[config.mk]
export PLATFORM = sky130hd
export DESIGN_NAME = gauge_link_rx
export DESIGN_NICKNAME = d
export VERILOG_FILES = /design/src/rtl/gauge_link_pkg.sv /design/src/rtl/gauge_sat_timer.sv /design/src/rtl/gauge_link_rx.sv
export SDC_FILE = /design/constraint.sdc
export NUM_CORES = 1
export LEC_CHECK = 0
export BUFFER_PORTS_ARGS = -buffer_cell sky130_fd_sc_hd__buf_2
export CAP_MARGIN = 25
export CORE_MARGIN = 2
export CORE_UTILIZATION = 59
export DETAILED_ROUTE_END_ITERATION = 7
export PLACE_DENSITY = 0.84
export SYNTH_ARGS = -nofsm -noshare
export SYNTH_HDL_FRONTEND = slang
export SYNTH_SLANG_ARGS = --single-unit
[constraint.sdc]
create_clock -name clk -period 3 [get_ports clk]
set_input_delay 0.6 -clock clk [delete_from_list [all_inputs] [get_ports clk]]
set_output_delay 0.6 -clock clk [all_outputs]
set_load 0.02 [all_outputs]
[src/rtl/gauge_link_pkg.sv]
// Shared constants and helpers for the gauge telemetry receiver.
package gauge_link_pkg;

  // Parser states, kept as plain constants for compatibility with older tools.
  typedef logic [2:0] state_t;
  localparam state_t ST_HUNT = 3'd0;
  localparam state_t ST_LEN  = 3'd1;
  localparam state_t ST_HI   = 3'd2;
  localparam state_t ST_LO   = 3'd3;
  localparam state_t ST_CHK  = 3'd4;

  localparam logic [7:0] SYNC_DEFAULT = 8'hA5;

  // Expected LEN byte: two payload bytes per channel.
  function automatic logic [7:0] len_byte(input int unsigned n_ch);
    return 8'(2 * n_ch);
  endfunction

  // Counter width able to hold the value max.
  function automatic int unsigned timer_width(input int unsigned max);
    return (max < 1) ? 1 : $clog2(max + 1);
  endfunction

  // Channel index width, never narrower than one bit.
  function automatic int unsigned idx_width(input int unsigned n);
    return (n < 2) ? 1 : $clog2(n);
  endfunction

endpackage

[src/rtl/gauge_sat_timer.sv]
// Saturating up-counter; done is high while the count sits at MAX.
module gauge_sat_timer
  import gauge_link_pkg::*;
#(
  parameter int unsigned MAX = 16
) (
  input  logic clk,
  input  logic reset_n,
  input  logic clr,
  input  logic en,
  output logic done
);

  localparam int unsigned W = timer_width(MAX);
  localparam logic [W-1:0] MAX_V = W'(MAX);

  logic [W-1:0] cnt_q;

  // Count up to MAX and hold; clear has priority over enable.
  always_ff @(posedge clk or negedge reset_n) begin
    if (!reset_n) begin
      cnt_q <= '0;
    end else if (clr) begin
      cnt_q <= '0;
    end else if (en && (cnt_q != MAX_V)) begin
      cnt_q <= cnt_q + 1'b1;
    end
  end

  assign done = (cnt_q == MAX_V);

endmodule

[src/rtl/gauge_link_rx.sv]
// Gauge telemetry receiver: parses SYNC/LEN/payload/CHK frames from the UART RX FIFO,
// commits all channels atomically on a good checksum, and tracks link health.
module gauge_link_rx
  import gauge_link_pkg::*;
#(
  parameter int unsigned N_CH        = 4,
  parameter int unsigned VAL_W       = 12,
  parameter int unsigned STALE_CYC   = 5_000_000,
  parameter int unsigned BYTE_TO_CYC = 50_000,
  parameter logic [7:0]  SYNC        = SYNC_DEFAULT
) (
  input  logic                  clk,
  input  logic                  reset_n,
  input  logic                  rx_empty,
  input  logic [7:0]            r_data,
  output logic                  rd_uart,
  output logic [N_CH*VAL_W-1:0] ch_val,
  output logic                  frame_tick,
  output logic                  err_len,
  output logic                  err_chk,
  output logic                  err_to,
  output logic                  stale,
  output logic [15:0]           frame_cnt,
  output logic [7:0]            err_cnt
);

  localparam int unsigned      IDX_W    = idx_width(N_CH);
  localparam logic [7:0]       LEN_V    = len_byte(N_CH);
  localparam logic [IDX_W-1:0] IDX_LAST = IDX_W'(N_CH - 1);

  state_t                state_q, state_d;
  logic [IDX_W-1:0]      idx_q, idx_d;
  logic [7:0]            acc_q, acc_d;
  logic [VAL_W-9:0]      hi_q, hi_d;
  logic [N_CH*VAL_W-1:0] shadow_q, shadow_d;
  logic                  no_frame_q;

  logic accept;
  logic commit, len_bad, chk_bad, timeout, any_err;
  logic byte_clr, byte_done, stale_done;

  // No backpressure: every byte at the FIFO head is popped.
  assign rd_uart  = !rx_empty;
  assign accept   = !rx_empty;
  assign byte_clr = accept || (state_q == ST_HUNT);
  assign any_err  = len_bad || chk_bad || timeout;
  // Before the first good frame the link counts as stale regardless of the timer.
  assign stale    = no_frame_q || stale_done;

  gauge_sat_timer #(
    .MAX(BYTE_TO_CYC)
  ) u_byte_timer (
    .clk    (clk),
    .reset_n(reset_n),
    .clr    (byte_clr),
    .en     (1'b1),
    .done   (byte_done)
  );

  gauge_sat_timer #(
    .MAX(STALE_CYC)
  ) u_stale_timer (
    .clk    (clk),
    .reset_n(reset_n),
    .clr    (commit),
    .en     (1'b1),
    .done   (stale_done)
  );

  // Frame parser next-state; an arriving byte always beats a coincident timeout.
  always_comb begin
    state_d  = state_q;
    idx_d    = idx_q;
    acc_d    = acc_q;
    hi_d     = hi_q;
    shadow_d = shadow_q;
    commit   = 1'b0;
    len_bad  = 1'b0;
    chk_bad  = 1'b0;
    timeout  = 1'b0;
    if (accept) begin
      case (state_q)
        ST_HUNT: begin
          if (r_data == SYNC) state_d = ST_LEN;
        end
        ST_LEN: begin
          if (r_data == LEN_V) begin
            acc_d   = r_data;
            idx_d   = '0;
            state_d = ST_HI;
          end else begin
            len_bad = 1'b1;
            state_d = ST_HUNT;
          end
        end
        ST_HI: begin
          hi_d    = r_data[VAL_W-9:0];
          acc_d   = acc_q + r_data;
          state_d = ST_LO;
        end
        ST_LO: begin
          shadow_d[idx_q*VAL_W +: VAL_W] = {hi_q, r_data};
          acc_d = acc_q + r_data;
          if (idx_q == IDX_LAST) begin
            state_d = ST_CHK;
          end else begin
            idx_d   = idx_q + 1'b1;
            state_d = ST_HI;
          end
        end
        ST_CHK: begin
          if (r_data == acc_q) commit = 1'b1;
          else                 chk_bad = 1'b1;
          state_d = ST_HUNT;
        end
        default: state_d = ST_HUNT;
      endcase
    end else if (byte_done && (state_q != ST_HUNT)) begin
      timeout = 1'b1;
      state_d = ST_HUNT;
    end
  end

  // Parser state, checksum accumulator and shadow buffer.
  always_ff @(posedge clk or negedge reset_n) begin
    if (!reset_n) begin
      state_q  <= ST_HUNT;
      idx_q    <= '0;
      acc_q    <= '0;
      hi_q     <= '0;
      shadow_q <= '0;
    end else begin
      state_q  <= state_d;
      idx_q    <= idx_d;
      acc_q    <= acc_d;
      hi_q     <= hi_d;
      shadow_q <= shadow_d;
    end
  end

  // Committed values and one-cycle event pulses.
  always_ff @(posedge clk or negedge reset_n) begin
    if (!reset_n) begin
      ch_val     <= '0;
      frame_tick <= 1'b0;
      err_len    <= 1'b0;
      err_chk    <= 1'b0;
      err_to     <= 1'b0;
    end else begin
      if (commit) ch_val <= shadow_q;
      frame_tick <= commit;
      err_len    <= len_bad;
      err_chk    <= chk_bad;
      err_to     <= timeout;
    end
  end

  // Saturating status counters and the never-received flag.
  always_ff @(posedge clk or negedge reset_n) begin
    if (!reset_n) begin
      frame_cnt  <= '0;
      err_cnt    <= '0;
      no_frame_q <= 1'b1;
    end else begin
      if (commit) begin
        no_frame_q <= 1'b0;
        if (frame_cnt != 16'hFFFF) frame_cnt <= frame_cnt + 1'b1;
      end
      if (any_err && (err_cnt != 8'hFF)) err_cnt <= err_cnt + 1'b1;
    end
  end

endmodule

==> out/metrics.cfg <==
[status]
status=finished, final reports clean

[synthesis]
synthCells=905
async_flop_share_pct=100
yosysSeqAreaShare_pct=53.1
synth_compound_area_share_pct=9.30
synth_area_leaders=dfrtp_1 53%, nand2_1 10%, nor2_1 3.4%, xnor2_1 2.9%, ha_1 2.8%
ys_seq_elements=181
syn_nets=936
synth_mux_area_share_pct=1.89
synthAdderAreaFrac_pct=3.02
yosysWarnings=0
synth_xor_area_share_pct=5.54
synth_cell_type_count=61
synthSimpleGateAreaFrac_pct=24.1
syn-mean-instance-area_um2=9.44
synth_enable_flop_cells=0
synth_flop_cell=dfrtp_1
synth_top_cell_by_area=dfrtp_1
synth_top_family_by_area=simple AND/OR/NAND/NOR gates
netlist_area_mm2=0.00854
synth_top_cell_area_share_pct=52.7

[finish]
layout_common_cells=238 x nand2_1, 180 x dfrtp_1, 87 x buf_2
final_cell_area_mm2=0.00982
syn_to_final_growth_pct=14.9
diodes=0
multi_input_area_mm2=0.00375
regArea_mm2=0.00453
nFillCells=1024
num-nets-final=1018
post-route-util_pct=70.2
drive_above_1_share_pct=16.1
stdcell_count=1180
final_common_cell=nand2_1

[setup_path]
critPathTopFamily=simple AND/OR/NAND/NOR gates
cp.required_ns=2.40
cp_slowest_cell=nor4b_1
start_kind=flip-flop
crit_chain=nor4b_1 > nand4_1 > nor3_2 > or2_2 > buf_2
cp-end-kind=primary output
cp.arrival_ns=2.16
slowest_delay_ns=0.45
rrSetupSlack_ns=0.52
critPathKind=flip-flop to primary output
crit_buf_inv=1
crit_fanout=6

[clock_network]
cts_tree=built
cts_setup_buffers=0
cts_sinks=181
cts_buffers=17
htree_levels=4
post_cts_resized=0
clk_latency_ns=0.44
path_clk_slew_ns=0.07
cts_root_buf=clkbuf_16
clk_path_buf_depth=2
cts.hold.buffers_added=0

[timing]
fin_crit_sh_pct=92.0
setup_viol=0
rsz0062_at_grt=no
slew_headroom_pct=49.7
worst_slew_pin_slew_ns=0.752
finalWorstSetupSlack_ns=0.239
skew_ns=0.00894
fin_crit_ns=2.76
max_freq_mhz=362
maxSlewViolCount=0
hold_violations=0
fin_setup_tns_ns=0

[floorplanning]
die_y_um=124
rows=43
fp.dieW_um=124
coreArea_mm2=0.0140
dieArea_mm2=0.0155
initial_core_util_pct=61.0
ios=89

[routing]
route.vias.total=6850
drtIter0Drc=837
first_pass_iters=6
routed_wl_um=19100
wl_per_cell_um=16.2
drcViolationCount=0
vias_per_cell=5.81
ant_nets=0

[pwr]
power_leakage_nw=4.85
power.internal_mw=3.78
combPwrFrac_pct=4.2
power_density_mw_per_mm2=503
p_seq_share_pct=50.3
p_sw_share_pct=23.4
p_clk_share_pct=45.4
power.switching_mw=1.15
ir_worst_vdd_mv=0.461

[global_routing]
grt_pass1_wl_um=32400
grt_overflow=0
grtUsageTotal_pct=25.7
first_global_vias=6578
grt_max_degree=73
antenna_found_initial=0

[placed_design]
hpwl_um=12800
dp_slack_ns=0.338
placed_area_mm2=0.00922
placed_cells=1148
port_buffers=88
place_congestion=0.926

[min_path]
hold_path.class=input pin to asynchronous set/reset pin

[run]
drv_cap=0

==> cells by family (layout without fill, tap and decap cells) <==
logic type	count (synthesis)	after routing
AO/OA/AOI/OAI	115	115
adder cells (fa/ha/maj)	20	20
multiplexers	15	15
AND/OR/NAND/NOR	452	452
flip-flops	181	181
buffers and inverters	68	163
XOR/XNOR	54	54
==> flip-flops by register name, summed over array words and instances (netlist names), 2 cells and up <==
signal and flops:
idx_q 2, u_stale_timer.cnt_q 23, shadow_q 48, ch_val 48
state_q 3, acc_q 8, hi_q 4, err_cnt 8
frame_cnt 16, u_byte_timer.cnt_q 16
==> cell type report <==
class / count / share of cell area, %
well taps: 180 / 2.29
clock inverters: 13 / 1.49
multi-input cells: 656 / 38.2
inverters: 24 / 0.918
clock buffers: 19 / 4.51
flip-flops and latches: 181 / 46.2
repair buffers: 107 / 6.39
==> power by group through the flow <==
| stage | registers [mW] | clock network [mW] | logic [mW] |
|---|---|---|---|
| 5_1_grt | 2.49 | 2.36 | 0.232 |
| 2_1_floorplan | 2.54 | 0 | 0.0884 |
| 3_3_place_gp | 2.53 | 0 | 0.204 |
| 4_1_cts | 2.48 | 2.26 | 0.211 |
| 6_report | 2.48 | 2.24 | 0.208 |
| 3_5_place_dp | 2.53 | 0 | 0.209 |
==> per-layer routing <==
metal	vias to the layer above	routed length (um)	share of wire, %	track usage [%]
li1	3232	-	-	-
met1	3316	8820	46	36.9
met2	261	8770	46	39.3
met3	41	1190	6.2	5.84
met4	0	346	1.8	7.80
met5	-	0	0	0
==> per-stage QoR <==
stage,total power [mW],hold slack (ns)
global route,5.08,0.165
floorplan,2.63,0.304
finish,4.94,0.117
detailed placement,2.74,0.457
CTS,4.95,0.144
global placement,2.74,0.445
==> path summary, 6_finish.rpt <==
| path | start | endpoint | cells past startpoint |
|---|---|---|---|
| worst min-delay path | reset_n | u_byte_timer.cnt_q[10] | 1 |
| min in group clk | shadow_q[3] | ch_val[3] | 2 |
| worst max register to register | idx_q[0] | shadow_q[45] | 8 |
| worst max-delay path | u_stale_timer.cnt_q[15] | stale | 5 |
| worst min register to register | shadow_q[3] | ch_val[3] | 2 |
| max in group asynchronous | reset_n | ch_val[30] | 2 |
==> worst register-to-register path: cells and delay by family (launching register included) <==
kind                     cells  cell delay, ns
buffers and inverters        2            0.47
flip-flops                   1            0.39
AO/OA/AOI/OAI                3            0.84
adder cells (fa/ha/maj)      1            0.41
AND/OR/NAND/NOR              2            0.29
==> cell usage after synthesis, types with 4 or more instances <==
cell type,n
nor3_1,20
o21ai_0,33
nor2_1,77
or3_1,6
mux2i_1,6
a21oi_1,22
nor4b_1,5
a22o_1,14
nand2b_1,4
mux2_2,8
a211oi_1,5
xor2_1,26
a31oi_1,11
nor2b_1,6
inv_1,23
ha_1,19
dfrtp_1,180
buf_2,4
xnor2_1,28
a22oi_1,4
and3_1,12
o41ai_1,4
and2_1,8
o31ai_1,7
clkbuf_1,32
nand3_1,38
nand2_1,238
buf_1,8
nand4_1,12
nor4_1,6
No activity file was read; power rests on OpenSTA's default activity.
